===== config.mk =====
export PLATFORM = sky130hd
export DESIGN_NAME = tag_ram_multiway
export DESIGN_NICKNAME = d
export VERILOG_FILES = /design/src/rtl/tag_ram_pkg.sv /design/src/rtl/tag_ram_way.sv /design/src/rtl/tag_ram_multiway.sv
export SDC_FILE = /design/constraint.sdc
export NUM_CORES = 1
export LEC_CHECK = 0
export CAP_MARGIN = 15
export CORE_UTILIZATION = 62
export CTS_CLUSTER_SIZE = 24
export DETAILED_ROUTE_END_ITERATION = 12
export GPL_TIMING_DRIVEN = 0
export PLACE_DENSITY_LB_ADDON = 0.12
export SYNTH_ARGS = -nofsm -noshare
export SYNTH_HDL_FRONTEND = slang
export SYNTH_SLANG_ARGS = --single-unit

===== constraint.sdc =====
create_clock -name clock -period 5.3 [get_ports clock]
set_input_delay 0.795 -clock clock [delete_from_list [all_inputs] [get_ports clock]]
set_output_delay 0.795 -clock clock [all_outputs]
set_load 0.01 [all_outputs]

===== src/rtl/tag_ram_pkg.sv =====
// Shared types and helpers for the multi-way tag RAM.
// Optional parity storage is selected with TAG_RAM_PARITY_EN.
package tag_ram_pkg;

    typedef enum logic [0:0] {
        INIT = 1'b0,
        IDLE = 1'b1
    } tag_state_e;

    // Way-select width: a single-way store still carries a 1-bit selector.
    function automatic int wbits_f(input int ways);
        if (ways <= 2) begin
            return 1;
        end else begin
            return $clog2(ways);
        end
    endfunction

    // Even parity: the returned bit makes the total count of ones even.
    function automatic logic even_parity_f(input logic [63:0] data);
        return ^data;
    endfunction

endpackage


===== src/rtl/tag_ram_way.sv =====
// One tag bank: synchronous write, registered read with write-first bypass.
// With TAG_RAM_PARITY_EN each entry carries an even-parity bit above the tag.
module tag_ram_way
    import tag_ram_pkg::*;
#(
    parameter int AWIDTH = 3,
    parameter int DWIDTH = 7
) (
    input  logic              clock,
    input  logic              reset_n,
    input  logic              wr_en,
    input  logic [AWIDTH-1:0] wr_addr,
    input  logic [DWIDTH-1:0] wr_data,
    input  logic              rd_en,
    input  logic [AWIDTH-1:0] rd_addr,
    output logic [DWIDTH-1:0] rd_data
`ifdef TAG_RAM_PARITY_EN
    ,
    output logic              par_err
`endif
);

    localparam int DEPTH = 1 << AWIDTH;
`ifdef TAG_RAM_PARITY_EN
    localparam int EWIDTH = DWIDTH + 1;
`else
    localparam int EWIDTH = DWIDTH;
`endif

    logic [EWIDTH-1:0] mem_r [DEPTH];
    logic [EWIDTH-1:0] wr_word_s;
    logic [EWIDTH-1:0] rd_word_s;
    logic [DWIDTH-1:0] rd_data_r;

    // Build the stored word from the incoming tag.
    always_comb begin
`ifdef TAG_RAM_PARITY_EN
        wr_word_s = {even_parity_f(64'(wr_data)), wr_data};
`else
        wr_word_s = wr_data;
`endif
    end

    // Write-first: a same-index write in this cycle overrides the array.
    always_comb begin
        if (wr_en && (wr_addr == rd_addr)) begin
            rd_word_s = wr_word_s;
        end else begin
            rd_word_s = mem_r[rd_addr];
        end
    end

    // Storage array; cleared by the owner's sweep rather than by reset.
    always_ff @(posedge clock) begin
        if (wr_en) begin
            mem_r[wr_addr] <= wr_word_s;
        end
    end

    // Read data register holds its value between reads.
    always_ff @(posedge clock or negedge reset_n) begin
        if (!reset_n) begin
            rd_data_r <= '0;
        end else if (rd_en) begin
            rd_data_r <= rd_word_s[DWIDTH-1:0];
        end
    end

    assign rd_data = rd_data_r;

`ifdef TAG_RAM_PARITY_EN
    logic par_err_r;

    // Parity check flag, aligned with the read data register.
    always_ff @(posedge clock or negedge reset_n) begin
        if (!reset_n) begin
            par_err_r <= 1'b0;
        end else begin
            par_err_r <= rd_en & (^rd_word_s);
        end
    end

    assign par_err = par_err_r;
`endif

endmodule


===== src/rtl/tag_ram_multiway.sv =====
// Multi-way tag store: WAYS banks, all-way read, single-way write, clear sweep.
// Optional per-entry parity and par_err output with TAG_RAM_PARITY_EN.
module tag_ram_multiway
    import tag_ram_pkg::*;
#(
    parameter int AWIDTH = 3,
    parameter int DWIDTH = 7,
    parameter int WAYS   = 2,
    localparam int WBITS = wbits_f(WAYS)
) (
    input  logic                    clock,
    input  logic                    reset_n,
    input  logic                    init_req,
    output logic                    busy,
    input  logic                    rd_en,
    input  logic [AWIDTH-1:0]       rd_addr,
    output logic                    rd_valid,
    output logic [WAYS*DWIDTH-1:0]  rd_data,
    input  logic                    wr_en,
    input  logic [AWIDTH-1:0]       wr_addr,
    input  logic [WBITS-1:0]        wr_way,
    input  logic [DWIDTH-1:0]       wr_data
`ifdef TAG_RAM_PARITY_EN
    ,
    output logic                    par_err
`endif
);

    localparam int DEPTH = 1 << AWIDTH;
    localparam logic [AWIDTH-1:0] LAST_IDX = AWIDTH'(DEPTH - 1);

    tag_state_e        state_r;
    tag_state_e        state_s;
    logic [AWIDTH-1:0] cnt_r;
    logic              busy_r;
    logic              rd_valid_r;
    logic              sweep_s;
    logic              rd_acc_s;
    logic              wr_acc_s;
    logic [AWIDTH-1:0] bank_addr_s;
    logic [DWIDTH-1:0] bank_data_s;
    logic [WAYS-1:0]   way_we_s;

    // FSM state register.
    always_ff @(posedge clock or negedge reset_n) begin
        if (!reset_n) begin
            state_r <= INIT;
        end else begin
            state_r <= state_s;
        end
    end

    // Next state: sweep runs to the last index, restart only from IDLE.
    always_comb begin
        state_s = state_r;
        case (state_r)
            INIT: begin
                if (cnt_r == LAST_IDX) begin
                    state_s = IDLE;
                end else begin
                    state_s = INIT;
                end
            end
            IDLE: begin
                if (init_req) begin
                    state_s = INIT;
                end else begin
                    state_s = IDLE;
                end
            end
            default: state_s = INIT;
        endcase
    end

    // FSM outputs: sweep writes while clearing, user traffic only when idle.
    always_comb begin
        sweep_s  = 1'b0;
        rd_acc_s = 1'b0;
        wr_acc_s = 1'b0;
        case (state_r)
            INIT: sweep_s = 1'b1;
            IDLE: begin
                rd_acc_s = rd_en;
                wr_acc_s = wr_en;
            end
            default: sweep_s = 1'b1;
        endcase
    end

    // Sweep index register; wraps to zero after the final entry.
    always_ff @(posedge clock or negedge reset_n) begin
        if (!reset_n) begin
            cnt_r <= '0;
        end else if (state_r == INIT) begin
            cnt_r <= cnt_r + AWIDTH'(1'b1);
        end else if (init_req) begin
            cnt_r <= '0;
        end
    end

    // Registered status outputs.
    always_ff @(posedge clock or negedge reset_n) begin
        if (!reset_n) begin
            busy_r     <= 1'b1;
            rd_valid_r <= 1'b0;
        end else begin
            busy_r     <= (state_s == INIT);
            rd_valid_r <= rd_acc_s;
        end
    end

    assign busy     = busy_r;
    assign rd_valid = rd_valid_r;

    // Shared write port: sweep zeroes all ways, otherwise the user port.
    always_comb begin
        if (sweep_s) begin
            bank_addr_s = cnt_r;
            bank_data_s = '0;
        end else begin
            bank_addr_s = wr_addr;
            bank_data_s = wr_data;
        end
    end

`ifdef TAG_RAM_PARITY_EN
    logic [WAYS-1:0] way_perr_s;
    assign par_err = |way_perr_s;
`endif

    for (genvar w = 0; w < WAYS; w++) begin : g_way
        // An out-of-range wr_way never matches any bank and is dropped.
        assign way_we_s[w] = sweep_s | (wr_acc_s & (wr_way == WBITS'(w)));

        tag_ram_way #(
            .AWIDTH (AWIDTH),
            .DWIDTH (DWIDTH)
        ) u_way (
            .clock   (clock),
            .reset_n (reset_n),
            .wr_en   (way_we_s[w]),
            .wr_addr (bank_addr_s),
            .wr_data (bank_data_s),
            .rd_en   (rd_acc_s),
            .rd_addr (rd_addr),
            .rd_data (rd_data[w*DWIDTH +: DWIDTH])
`ifdef TAG_RAM_PARITY_EN
            ,
            .par_err (way_perr_s[w])
`endif
        );
    end

endmodule

Word-level counts from Yosys, hierarchy flattened
Memory sizes are Yosys's and may differ from the RTL's. A register that Yosys moved wholly into a read port is not among the register bits.
Index checks and enable logic that the tools add are counted.
{"block": "word_totals", "n_memories": 2, "romBits": 0, "in_bits": 19, "register_bits": 6, "latchBits": 0, "ram_bits": 112, "elab_cells": 32}
{"memory": "g_way[0].u_way.mem_r", "depth": 8, "width": 7, "rd": 1, "rd_ports_with_merged_regs": 1, "wr": 1, "line": "tag_ram_way.sv:30", "rtl": "logic [EWIDTH-1:0] mem_r [DEPTH];"}
{"memory": "g_way[1].u_way.mem_r", "depth": 8, "width": 7, "rd": 1, "rd_ports_with_merged_regs": 1, "wr": 1, "line": "tag_ram_way.sv:30"}
{"block": "op_classes", "add_sub_neg": 1, "multipliers": 0, "eq_ne": 2, "n_lt_le_gt_ge": 0, "muxes": 14, "n_div": 0, "bitwise_logic": 7, "n_shift": 0, "reduce_logical": 2}
{"operator": "$mux 1", "count": 9}
{"operator": "$mux 3", "count": 3}
{"operator": "$mux 7", "count": 1}
{"operator": "$add 3x1->3 const B", "count": 1}
{"operator": "$eq 3x3->1 const B", "count": 1}
{"operator": "$not 1->1", "count": 3}
{"operator": "$and 1x1->1", "count": 2}
{"operator": "$logic_not 1->1", "count": 2}
{"operator": "$ne 2x2->1 const B", "count": 1}
{"operator": "$or 1x1->1", "count": 2}
{"operator": "$pmux 1 s2", "count": 1}

Logic depth before layout (Yosys ltp)
{"block": "logic_depth", "ltp_word": 5, "mapped_depth": 6, "mapped_depth_nobuf": 4}

By module
From an unflattened synthesis, not the netlist that was laid out.
{"block": "hier_totals", "cells_unflattened": 295, "area_unflattened_um2": 5418.9}
{"mod": "tag_ram_way", "cells_each": 130, "n_inst": 2, "seq_area_each_um2": 1856.8, "area_each_um2": 2524.9}
{"mod": "tag_ram_multiway", "cells_each": 35, "n_inst": 1, "seq_area_each_um2": 151.4, "area_each_um2": 369.1}

Worst setup path before layout
Ideal clock, no wire load.
{"block": "synth_timing", "path_type": "input -> register", "startpoint": "in wr_way", "endpoint": "mem g_way[0].u_way.mem_r[7][0] (netlist bit), enable pin", "stages": 4, "arrival_ns": 1.991, "path_slack_ns": 2.929, "required_ns": 4.920, "setup_ns": 0.380, "path_cell_list": "inv_1 a21boi_0 or2_2 nor3_1"}
{"block": "synth_via", "elab_chain_len": 5}
{"element": "start, declared", "line": "tag_ram_multiway.sv:21", "rtl": "input logic [WBITS-1:0] wr_way,"}
{"element": "$not 1->1", "line": "tag_ram_multiway.sv:133", "rtl": "assign way_we_s[w] = sweep_s | (wr_acc_s & (wr_way == WBITS'(w)));"}
{"element": "$and 1x1->1", "line": "tag_ram_multiway.sv:133"}
{"element": "$or 1x1->1", "line": "tag_ram_multiway.sv:133"}
{"element": "$mux 1", "line": "tag_ram_way.sv:55", "rtl": "if (wr_en) begin"}
{"element": "$mux 1 (not written as such)", "line": "tag_ram_way.sv:56", "rtl": "mem_r[wr_addr] <= wr_word_s;"}
{"element": "end, declared", "line": "tag_ram_way.sv:30"}
No other way between the ends.

Worst setup path in the final report
{"block": "layout_timing", "startpoint": "in wr_en", "endpoint": "mem g_way[0].u_way.mem_r[7][0] (netlist bit), enable pin"}
{"block": "layout_via", "elab_chain_len": 5}
{"element": "start, declared", "line": "tag_ram_multiway.sv:19", "rtl": "input logic wr_en,"}
{"element": "$mux 1", "line": "tag_ram_multiway.sv:80", "rtl": "case (state_r)"}
{"element": "$and 1x1->1", "line": "tag_ram_multiway.sv:133"}
{"element": "$or 1x1->1", "line": "tag_ram_multiway.sv:133"}
{"element": "$mux 1", "line": "tag_ram_way.sv:55"}
{"element": "$mux 1 (not written as such)", "line": "tag_ram_way.sv:56"}
No other way between the ends.

==> reports/results.ini <==
[worst_hold_path]
hold_path_class = reg -> reg

[cells_and_area]
layout.nets = 359
final_area_sq_um = 6460
syn_to_final_growth_pct = 19.4
fin_util_pct = 77.5
final_layout_size_suffix_gt1_share_pct = 23.9
n_antenna_cell = 0
instances_no_fill = 456

[sta]
whs_ns = 0.568
setup_viol_count_final = 0
final_max_slew_viol_count = 0
fin_tns_setup_ns = 0
min_period_over_period_pct = 54.1
max_freq_ghz = 0.349
setup_slack_ns = 2.43
hold_viol = 0
fin_crit_ns = 2.87
rsz0062_at_grt = false
slew_headroom_pct = 24.0
worst_pin_slew_ns = 1.13
skew_ns = 0.00795

[pwr]
seqPwrFrac_pct = 43.7
p_total_mw = 4.04
switching_share_pct = 30.8
p_int_mw = 2.79
p_leak_nw = 2.27
p_switching_mw = 1.25
ir_drop_v = 0.000341
pwr-share-clk_pct = 29.1
pwr_density_cell_nw_per_um2 = 625
p_comb_share_pct = 27.2

[synth]
synth_cells = 286
synth_edf_count = 112
synth_cell_types = 32
syn_area_sq_um = 5410
async_flop_share_pct = 15.2
synth-seq-cells = 132
syn-num-nets = 307
ys_seq_area_share_pct = 71.4
synth_ff_type = edfxtp_1
avgSynthCellArea_sq_um = 18.9
ys_warn_count = 0

[setup_path]
crit_path_end_kind = flop
worstPathCellList = clkdlybuf4s50_1 > a21boi_0 > or2_2 > nor3_1
slowest_stage = nor3_1
critPathKind = in -> reg
required_ns = 5.43
critPathLaunchType = input port
crit_arrival_ns = 3.00
cp_max_fo = 7
cpPeakStageDelay_ns = 0.90

[route]
vias = 2888
drt_iter0_markers = 210
wl_per_cell_microns = 24.9
first_pass_iters = 4
drtAntennaViolNets = 0
viasPerCell = 6.33
drt_wl_total_microns = 11400
drc_errors = 0

[floorplan]
start_util_pct = 64.9
die_area_sq_um = 9100
die_w_microns = 95.4
ioPinCount = 35
fp.dieH_microns = 95.4
core_area_sq_um = 8340
std_cell_rows = 33

[global_routing]
antenna_found_initial = 0
grt-ovfl-total = 0
grt_pass1_vias = 2839
grt_max_degree = 21
grt_usage_pct = 27.2
grt_pass1_wl_microns = 16500

[clock_network]
cts_setup_buffers = 0
root_buffer = clkbuf_8
path_clk_slew_ns = 0.06
cts.sinks = 132
tritoncts = done
clockBufferDepth = 2
post_cts_resized = 0
cts_buffers = 17
cts_hold_buf = 0
htreeDepth = 4
clkLatencyLatePin_ns = 0.52

[placed_design]
dp.cells = 423
place_ws_ns = 1.96
port_buffers = 32
dpl.hpwl_microns = 7140
dpl_cell_area_sq_um = 5860
gp_congestion = 0.795

[job]
maxCapViolCount = 0

[status]
status = finished clean

power by group through the flow:
| stage | clock (mW) | sequential [mW] | combinational, mW |
|---|---|---|---|
| detailed placement | 0 | 1.78 | 1.07 |
| CTS | 1.18 | 1.77 | 1.09 |
| global placement | 0 | 1.75 | 1.05 |
| floorplan | 0 | 1.76 | 0.679 |
| global route | 1.22 | 1.79 | 1.18 |
| finish | 1.17 | 1.76 | 1.10 |
kinds of logic (layout without fill, tap and decap cells):
| kind of cell | Yosys count | after routing | synth area share, % |
|---|---|---|---|
| adders and majority gates | 2 | 2 | 0.462 |
| xor gates and xnor gates | 3 | 3 | 0.625 |
| and+or+nand+nor | 54 | 54 | 5.07 |
| muxes | 48 | 48 | 16.1 |
| AOI/OAI and AO/OA | 22 | 22 | 4.30 |
| buffers and inverters | 25 | 90 | 1.99 |
| DFF | 132 | 132 | 71.4 |
per-layer routing:
layer,global-route usage (%),vias up,part of all wire [%]
met3,5.66,16,6.2
li1,-,1252,-
met5,0,-,0
met2,43.3,142,50
met1,38.1,1478,42
met4,9.08,0,1.2
final timing paths:
check	start	endpoint	slack (ns)	cells after the start
worst max register to register	state_r$_DFF_PN0_	g_way[0].u_way.mem_r[2][5]$_DFFE_PP_	2.69	4
max in group asynchronous	reset_n	g_way[1].u_way.rd_data[6]$_DFFE_PN0P_	3.96	1
worst min-delay path	g_way[0].u_way.rd_data[0]$_DFFE_PN0P_	g_way[0].u_way.rd_data[0]$_DFFE_PN0P_	0.57	2
min in group asynchronous	reset_n	g_way[0].u_way.rd_data[5]$_DFFE_PN0P_	0.78	1
worst min register to register	g_way[0].u_way.rd_data[0]$_DFFE_PN0P_	g_way[0].u_way.rd_data[0]$_DFFE_PN0P_	0.57	2
worst max-delay path	wr_en	g_way[0].u_way.mem_r[7][0]$_DFFE_PP_	2.43	4
cells in the mapped netlist (4+ instances only):
cell type  number  area share (%)
mux4_2         28              12
a221oi_2        4             1.1
nor2_1         24             1.7
mux2i_1        14             2.6
clkbuf_1        6            0.42
a221oi_1       10             1.6
buf_2           4            0.37
dfrtp_1        19             8.8
and2_1          8            0.93
edfxtp_1      112              62
inv_1          12            0.83
nand2_1        10            0.69
nor3_1          6            0.56
state kept, by name, indices dropped and copies added (netlist names):
register	count
state_r	1
busy	1
g_way.u_way.rd_data	14
cnt_r	3
g_way.u_way.mem_r	112
rd_valid	1
critical path: cells and delay by family:
family,cells,cell delay (ns)
simple gates,2,1.35
buf+inv,1,0.52
compound gates,1,0.33
layout make-up:
type / count / area (sq um)
well taps: 105 / 131
flip-flops and latches: 132 / 3860
clock buffers: 18 / 418
multi-input cells: 129 / 1440
clock inverters: 14 / 175
inverters: 12 / 45.0
fillers: 462 / 1880
repair buffers: 33 / 325
plain buffers: 13 / 62.6
layout by cell type (no fill, tap or decap), types with 6 or more instances in the layout:
cell type / Yosys / routed
a221oi_1: 10 / 10
and2_1: 8 / 8
clkbuf_1: 6 / 7
clkbuf_16: 0 / 16
clkdlybuf4s50_1: 0 / 32
dfrtp_1: 19 / 19
edfxtp_1: 112 / 112
inv_1: 12 / 12
mux2i_1: 14 / 14
mux4_2: 28 / 28
nand2_1: 10 / 10
nor2_1: 24 / 24
nor3_1: 6 / 6
(Power assumes the default switching activity.)
